## src/rtl/ascii_pkg.sv

```systemverilog
// rtl/ascii_pkg.sv - shared state encoding and ASCII constants for the decimal transmitter
package ascii_pkg;

  typedef enum logic [2:0] {
    IDLE      = 3'd0,
    CONV      = 3'd1,
    SEND_TENS = 3'd2,
    SEND_ONES = 3'd3,
    SEND_TERM = 3'd4
  } tx_state_t;

  localparam logic [7:0] ASCII_ZERO = 8'h30;
  localparam logic [7:0] ASCII_LF   = 8'h0A;
  localparam logic [6:0] DEC_BASE   = 7'd10;

endpackage

```

## src/rtl/div10_step.sv

```systemverilog
// rtl/div10_step.sv - one repeated-subtraction step: flags rem >= 10 and forms rem - 10
module div10_step
  import ascii_pkg::*;
(
  input  logic [6:0] rem_in,
  output logic       ge10,
  output logic [6:0] rem_out
);

  logic [7:0] sum;

  // Subtract as an add of the inverted operand with carry-in; carry-out means no borrow.
  assign sum     = {1'b0, rem_in} + {1'b0, ~DEC_BASE} + 8'd1;
  assign ge10    = sum[7];
  assign rem_out = sum[6:0];

endmodule

```

## src/rtl/sum_ascii_tx.sv

```systemverilog
// rtl/sum_ascii_tx.sv - sends an adder result as two ASCII decimal digits plus a terminator
module sum_ascii_tx
  import ascii_pkg::*;
#(
  parameter int         WIDTH     = 6,
  parameter logic [7:0] TERM_CHAR = ASCII_LF
) (
  input  logic             clk,
  input  logic             rst,
  input  logic             in_valid,
  output logic             in_ready,
  input  logic [WIDTH-1:0] in_value,
  output logic             out_valid,
  input  logic             out_ready,
  output logic [7:0]       out_data,
  output logic             busy
);

  tx_state_t  state, state_nxt;
  logic [6:0] rem, rem_nxt, rem_sub;
  logic [2:0] tens, tens_nxt;
  logic       ge10;
  logic       out_valid_nxt;
  logic [7:0] out_data_nxt;

  div10_step u_div10_step (
    .rem_in  (rem),
    .ge10    (ge10),
    .rem_out (rem_sub)
  );

  assign in_ready = (state == IDLE);
  assign busy     = (state != IDLE);

  always_ff @(posedge clk) begin
    if (rst) begin
      state     <= IDLE;
      rem       <= 7'd0;
      tens      <= 3'd0;
      out_valid <= 1'b0;
      out_data  <= 8'h00;
    end else begin
      state     <= state_nxt;
      rem       <= rem_nxt;
      tens      <= tens_nxt;
      out_valid <= out_valid_nxt;
      out_data  <= out_data_nxt;
    end
  end

  always_comb begin
    state_nxt     = state;
    rem_nxt       = rem;
    tens_nxt      = tens;
    out_valid_nxt = out_valid;
    out_data_nxt  = out_data;
    case (state)
      IDLE: begin
        if (in_valid) begin
          rem_nxt   = {{(7-WIDTH){1'b0}}, in_value};
          tens_nxt  = 3'd0;
          state_nxt = CONV;
        end
      end
      CONV: begin
        if (ge10) begin
          rem_nxt  = rem_sub;
          tens_nxt = tens + 3'd1;
        end else begin
          // Tens digit is final once the remainder drops below ten.
          out_data_nxt  = ASCII_ZERO + {5'b0, tens};
          out_valid_nxt = 1'b1;
          state_nxt     = SEND_TENS;
        end
      end
      SEND_TENS: begin
        if (out_ready) begin
          out_data_nxt = ASCII_ZERO + {1'b0, rem};
          state_nxt    = SEND_ONES;
        end
      end
      SEND_ONES: begin
        if (out_ready) begin
          out_data_nxt = TERM_CHAR;
          state_nxt    = SEND_TERM;
        end
      end
      SEND_TERM: begin
        if (out_ready) begin
          out_valid_nxt = 1'b0;
          state_nxt     = IDLE;
        end
      end
      default: state_nxt = IDLE;
    endcase
  end

endmodule

```

## config.mk

```make
export PLATFORM = sky130hd
export DESIGN_NAME = sum_ascii_tx
export DESIGN_NICKNAME = d
export VERILOG_FILES = /design/src/rtl/ascii_pkg.sv /design/src/rtl/div10_step.sv /design/src/rtl/sum_ascii_tx.sv
export SDC_FILE = /design/constraint.sdc
export NUM_CORES = 1
export LEC_CHECK = 0
export CORE_ASPECT_RATIO = 0.6
export CORE_MARGIN = 5
export CORE_UTILIZATION = 47
export CTS_CLUSTER_DIAMETER = 100
export DETAILED_ROUTE_END_ITERATION = 16
export GPL_ROUTABILITY_DRIVEN = 1
export PLACE_DENSITY_LB_ADDON = 0.25
export SYNTH_ARGS = -nofsm -noshare
export SYNTH_HDL_FRONTEND = slang
export SYNTH_SLANG_ARGS = --single-unit
```

## constraint.sdc

```tcl
create_clock -name clk -period 1.75 [get_ports clk]
set_clock_uncertainty 0.1 [all_clocks]
set_input_delay 0.4375 -clock clk [delete_from_list [all_inputs] [get_ports clk]]
set_output_delay 0.4375 -clock clk [all_outputs]
set_load 0.005 [all_outputs]
```

# Word-level counts from Yosys, hierarchy flattened
# Index checks and enable logic that the tools add are counted.
op_classes:
  n_addsub: 5
  eq_ne: 10
  mux: 19
  reduce_logical: 9
ops:
  columns: ["op", "count"]
  rows:
  - ["$mux W8", 3]
  - ["$pmux W8 S3", 1]
  - ["$mux W3", 7]
  - ["$pmux W3 S5", 1]
  - ["$mux W7", 2]
  - ["$pmux W7 S2", 1]
  - ["$ne A2 B2 Y1 const B", 5]
  - ["$add A6 B7 Y8 const A", 1]
  - ["$add A7 B7 Y8 const B", 1]
  - ["$add A8 B1 Y8 const B", 1]
  - ["$add A6 B3 Y7 const A", 1]
  - ["$eq A3 B2 Y1 const B", 2]
  - ["$pmux W3 S2", 1]
  - ["$reduce_and A3 Y1", 2]
  - ["$reduce_bool A3 Y1", 2]
  - ["$reduce_and A5 Y1", 1]
  - ["$reduce_and A4 Y1", 1]
  - ["$reduce_bool A2 Y1", 2]
  - ["$add A3 B1 Y3 const B", 1]
  - ["$eq A3 B1 Y1 const B", 1]
  - ["$eq A3 B3 Y1 const B", 1]
  - ["$logic_not A3 Y1", 1]
  - ["$mux W1", 2]
  - ["$ne A2 B1 Y1 const B", 1]
  - ["$pmux W1 S2", 1]
word_totals:
  register_bits: 22
  input_bits: 10
  word_cells: 48

# Longest topological paths before layout
depth:
  depth_word: 4
  ltp_mapped: 8

# Modules after synthesis
# From an unflattened synthesis, not the netlist that was laid out.
hier_totals:
  cells_unflattened: 141
  area_unflattened_um2: 1147.4
by_module_without_submodules:
  columns: ["mod", "instances", "cells_each", "area_per_inst_um2"]
  rows:
  - ["sum_ascii_tx", 1, 126, 1043.5]
  - ["div10_step", 1, 15, 103.8]

# Least setup slack after synthesis
# No wires, ideal clock.
synth_timing:
  kind: "reg2reg"
  start: "register rem[1]"
  end: "register out_data[7]"
  setup_ns: 0.128
  t_arrival_ns: 1.562
  path_slack_ns: -0.040
  path_stages_with_launch: 9
  path_buffers: 2
  synth_period_minus_slack_ns: 1.790
  cell_sequence: "dfxtp_1 > inv_1 > ha_1 > nor2b_1 > buf_2 > o41ai_4 > buf_6 > mux2i_1 > nor2_1"
synth_via:
  elab_chain_cells: 4
synth_lines:
  columns: ["element", "line_no", "rtl"]
  rows:
  - ["from (decl)", "sum_ascii_tx.sv:20", "logic [6:0] rem, rem_nxt, rem_sub;"]
  - ["from (signal assigned)", "sum_ascii_tx.sv:44", "rem <= rem_nxt;"]
  - ["$add A7 B7 Y8", "div10_step.sv:13", "assign sum = {1'b0, rem_in} + {1'b0, ~DEC_BASE} + 8'd1;"]
  - ["$add A8 B1 Y8", "div10_step.sv:13", null]
  - ["$ne A2 B2 Y1 (no line)", null, null]
  - ["$reduce_and A4 Y1 (no line)", null, null]
  - ["to (signal assigned)", "sum_ascii_tx.sv:47", "out_data <= out_data_nxt;"]
  - ["to (decl)", "sum_ascii_tx.sv:15", "output logic [7:0] out_data,"]
# Parallel ways exist; a longest one is shown, timed or not. The select of a mux whose other input is x is not followed.
# A chain may end at the register's enable or synchronous reset.

# Worst setup path in the final report
layout_timing:
  start: "register rem[1]"
  end: "register rem[4]"
layout_via:
  elab_chain_cells: 4
layout_lines:
  columns: ["element", "line_no"]
  rows:
  - ["$add A7 B7 Y8 (*)", "div10_step.sv:13"]
  - ["$add A8 B1 Y8 (*)", "div10_step.sv:13"]
  - ["$mux W7 / $ne A2 B1 Y1 (equally long branches)", null]
  - ["$pmux W7 S2 / $reduce_and A3 Y1 (equally long branches)", null]
# Every way passes the cells marked *; elsewhere a longest branch is shown, timed or not. The select of a mux whose other input is x is not followed.

==> impl_metrics.ini <==
[worst_hold_path]
hold_depth = 2
worstHoldStart = tens[2]$_SDFFE_PP0P_
hp-class = flip-flop to flip-flop
hold_end = tens[2]$_SDFFE_PP0P_

[clocking]
clockRootBuffer = clkbuf_8
clkTransAtPathRegs_ns = 0.09
cts_made_buffers = 3
htree_num_levels = 1
holdBufCountCts = 0
clockBufferDepth = 2
clk_latency_ns = 0.27
cts_tree = done
clock-sinks = 22

[die]
dieArea_mm2 = 0.00390
die_y_um = 50.4
row_count = 14
die_w_um = 77.3
pin_count = 21
core_mm2 = 0.00256
start_util_pct = 50.0

[critical_path]
cp-start-kind = flip-flop
reg2regPathDepth = 7
rrSetupSlack_ns = -0.11
r2r-start = rem[1]$_SDFFE_PP0P_
endpoint_kind = flip-flop
reg2reg_to = rem[4]$_SDFFE_PP0P_
max_stage_delay_ns = 0.35
critPathArrivalTime_ns = 1.94
crit_type = flip-flop to flip-flop
critPathSlowestCell = dfxtp_2
cp_max_fo = 6
crit_family = compound AO/OA/AOI/OAI gates
crit_required_ns = 1.83
cp_num_buf_inv = 2
path_cells = inv_2 -> ha_4 -> nor2b_4 -> buf_6 -> o32a_1 -> nand2_2 -> o32ai_2

[sta]
layout_setup_ws_ns = -0.107
hold_violations = 0
tightestPinTransition_ns = 0.449
fin_crit_ns = 1.86
finalMaxSlewViolations = 0
clock.fmax_mhz = 539
timing.final.crit_share_pct = 106
rsz0062_at_grt = true
relSlewSlack_pct = 70.1
finalSetupViolCount = 7

[placement]
port_buffers = 20
hpwl_um = 2720
gp_congestion = 0.863
dpl_worst_slack_ns = -0.323
dp.cells = 216

[cells_and_area]
area_growth_pct = 53.2
diodes = 0
instances_no_fill = 237
nNetsFinal = 220
n_fill_cell = 153
drive_gt1_share_pct = 38.0

[job]
cap_violations = 0

[routing]
routed.top_layer = met4
drtIter0Drc = 210
ant_nets = 0
post-route-drc-count = 0
met2WireLength_um = 2000
wl_met3_um = 380
avgViaCountPerCell = 5.99
wl_per_cell_um = 18.8
wl_um = 4460
wl_met1_um = 1880
drtPass1Iterations = 5
num_vias = 1419

[power]
p_per_area_mw_per_mm2 = 1960
vdd_ir_drop_max_mv = 1.20
seqPwrFrac_pct = 20.1
comb_power_share_pct = 70.1
total_leakage_power_nw = 0.785
switching_share_pct = 42.2
netSwitchingPower_w = 0.00162
clkPwrFrac_pct = 9.8
p_int_w = 0.00222

[global_route]
grt_pass1_vias = 1339
antenna_found_initial = 0
grt_first_pass_wirelength_um = 6650
grt_overflow_total = 0
grt_start_max_net_pins = 19
grt_usage_pct = 21.5

[synth]
synth-main-ff-cell = dfxtp_1
ys_ff_latch = 22
syn_nets = 165
synth_edf_count = 0
yosysSeqAreaShare_pct = 34.5
synth_area_mm2 = 0.00128
syn_inst = 151
postSynth.asyncResetShare_pct = 0
ys_warn_count = 0
ys_types = 45
syn_avg_cell_area_um2 = 8.46

[outcome]
outcome = finished, violations left
violations = negative setup slack
cell families (layout without fill, tap and decap cells):
family                     Yosys count  count (layout)  synth area share, %
xor gates and xnor gates             2               2                 1.37
AOI/OAI and AO/OA                   43              43                 27.0
and+or+nand+nor                     54              54                 21.3
muxes                                6               6                 4.70
adders and majority gates            4               4                 3.92
DFF                                 22              22                 34.5
buffers and inverters               20              74                 7.25
worst max-delay path by stage:
stage                          start                        to  slack (ns)  depth (start not counted)
3_5_place_dp   state[0]$_SDFFE_PP0P_  out_data[1]$_SDFFE_PP0P_       -0.32                          4
5_1_grt          rem[2]$_SDFFE_PP0P_       rem[4]$_SDFFE_PP0P_       -0.13                          8
6_report         rem[1]$_SDFFE_PP0P_       rem[4]$_SDFFE_PP0P_       -0.11                          7
3_3_place_gp   state[1]$_SDFFE_PP0P_  out_data[1]$_SDFFE_PP0P_       -0.22                          4
4_1_cts        state[2]$_SDFFE_PP0P_  out_data[3]$_SDFFE_PP0P_       -0.04                          6
2_1_floorplan  state[0]$_SDFFE_PP0P_  out_data[7]$_SDFFE_PP0P_       0.007                          6
metrics by stage:
stage / total power (W) / utilization, % / instance area (um^2) / setup TNS [ns] / hold WS [ns]
2_1_floorplan: 0.00199 / - / 1290 / 0 / 0.347
3_3_place_gp: 0.00261 / 64.9 / 1660 / -2.59 / 0.366
3_5_place_dp: 0.00269 / 64.9 / 1660 / -3.57 / 0.385
4_1_cts: 0.00344 / 72.5 / 1850 / -0.122 / 0.397
5_1_grt: 0.00408 / 76.5 / 1960 / -0.911 / 0.420
6_report: 0.00384 / 76.5 / 1960 / -0.334 / 0.390
timing repair:
action / 4_1_cts / 5_1_grt
gates resized for setup: 28 / 16
pin swaps: 9 / 12
setup endpoints to repair: 18 / 19
buffers inserted: 12 / 6
synthesized netlist by cell type, types with 2 or more instances:
master | instances | area share (%)
o21ai_0 | 4 | 1.6
a211oi_2 | 4 | 3.9
nor2_1 | 19 | 5.6
inv_1 | 7 | 2.1
a211oi_1 | 5 | 2.9
clkbuf_1 | 7 | 2.1
or3_1 | 2 | 0.98
mux2i_1 | 6 | 4.7
ha_1 | 4 | 3.9
nand2_1 | 7 | 2.1
or2_2 | 3 | 1.5
dfxtp_1 | 22 | 34
nor3_1 | 9 | 3.5
o21a_1 | 3 | 1.8
nand4_1 | 2 | 0.98
buf_2 | 2 | 0.78
o32ai_1 | 2 | 1.4
nand2b_1 | 4 | 2.0
buf_4 | 2 | 1.2
a2111oi_0 | 2 | 1.4
a21oi_1 | 11 | 4.3
final cells by class:
class,count,area (um^2),area share (%)
multi-input combinational,109,832,42.5
timing repair buffer,63,557,28.5
sequential,22,447,22.8
clock buffer,4,55.1,2.81
tap,32,40.0,2.05
inverter,7,26.3,1.34
worst register-to-register path, cell delays in order, from the launching register on:
cell and delay (ns):
dfxtp_2 0.35, inv_2 0.05, ha_4 0.16, nor2b_4 0.16, buf_6 0.14, o32a_1 0.35
nand2_2 0.16, o32ai_2 0.30
routing by layer:
| layer | vias up | global-route usage, % |
|---|---|---|
| met3 | 24 | 6.07 |
| li1 | 656 | - |
| met4 | 0 | 7.43 |
| met2 | 90 | 33.4 |
| met1 | 649 | 28.9 |
| met5 | - | 0 |
power by group through the flow:
stage | Combinational (W) | Clock, W | Sequential (W)
2_1_floorplan | 0.00123 | 0 | 0.000752
3_3_place_gp | 0.00187 | 0 | 0.000739
3_5_place_dp | 0.00194 | 0 | 0.000750
4_1_cts | 0.00232 | 0.000371 | 0.000751
5_1_grt | 0.00289 | 0.000406 | 0.000787
6_report | 0.00269 | 0.000374 | 0.000771
state kept, by name (all words and copies together), names as in the netlist:
signal and count:
out_data 8, rem 7, state 3, tens 3, out_valid 1
layout by cell type (no fill, tap or decap), drive strengths merged, types with 6 or more instances in the layout:
cell / synthesis / final
a211oi: 9 / 9
a21oi: 11 / 11
buf: 6 / 45
clkdlybuf4s50: 0 / 17
dfxtp: 22 / 22
inv: 7 / 7
mux2i: 6 / 6
nand2: 7 / 7
nor2: 19 / 19
nor3: 9 / 9
No activity file was read; power rests on OpenSTA's default activity.
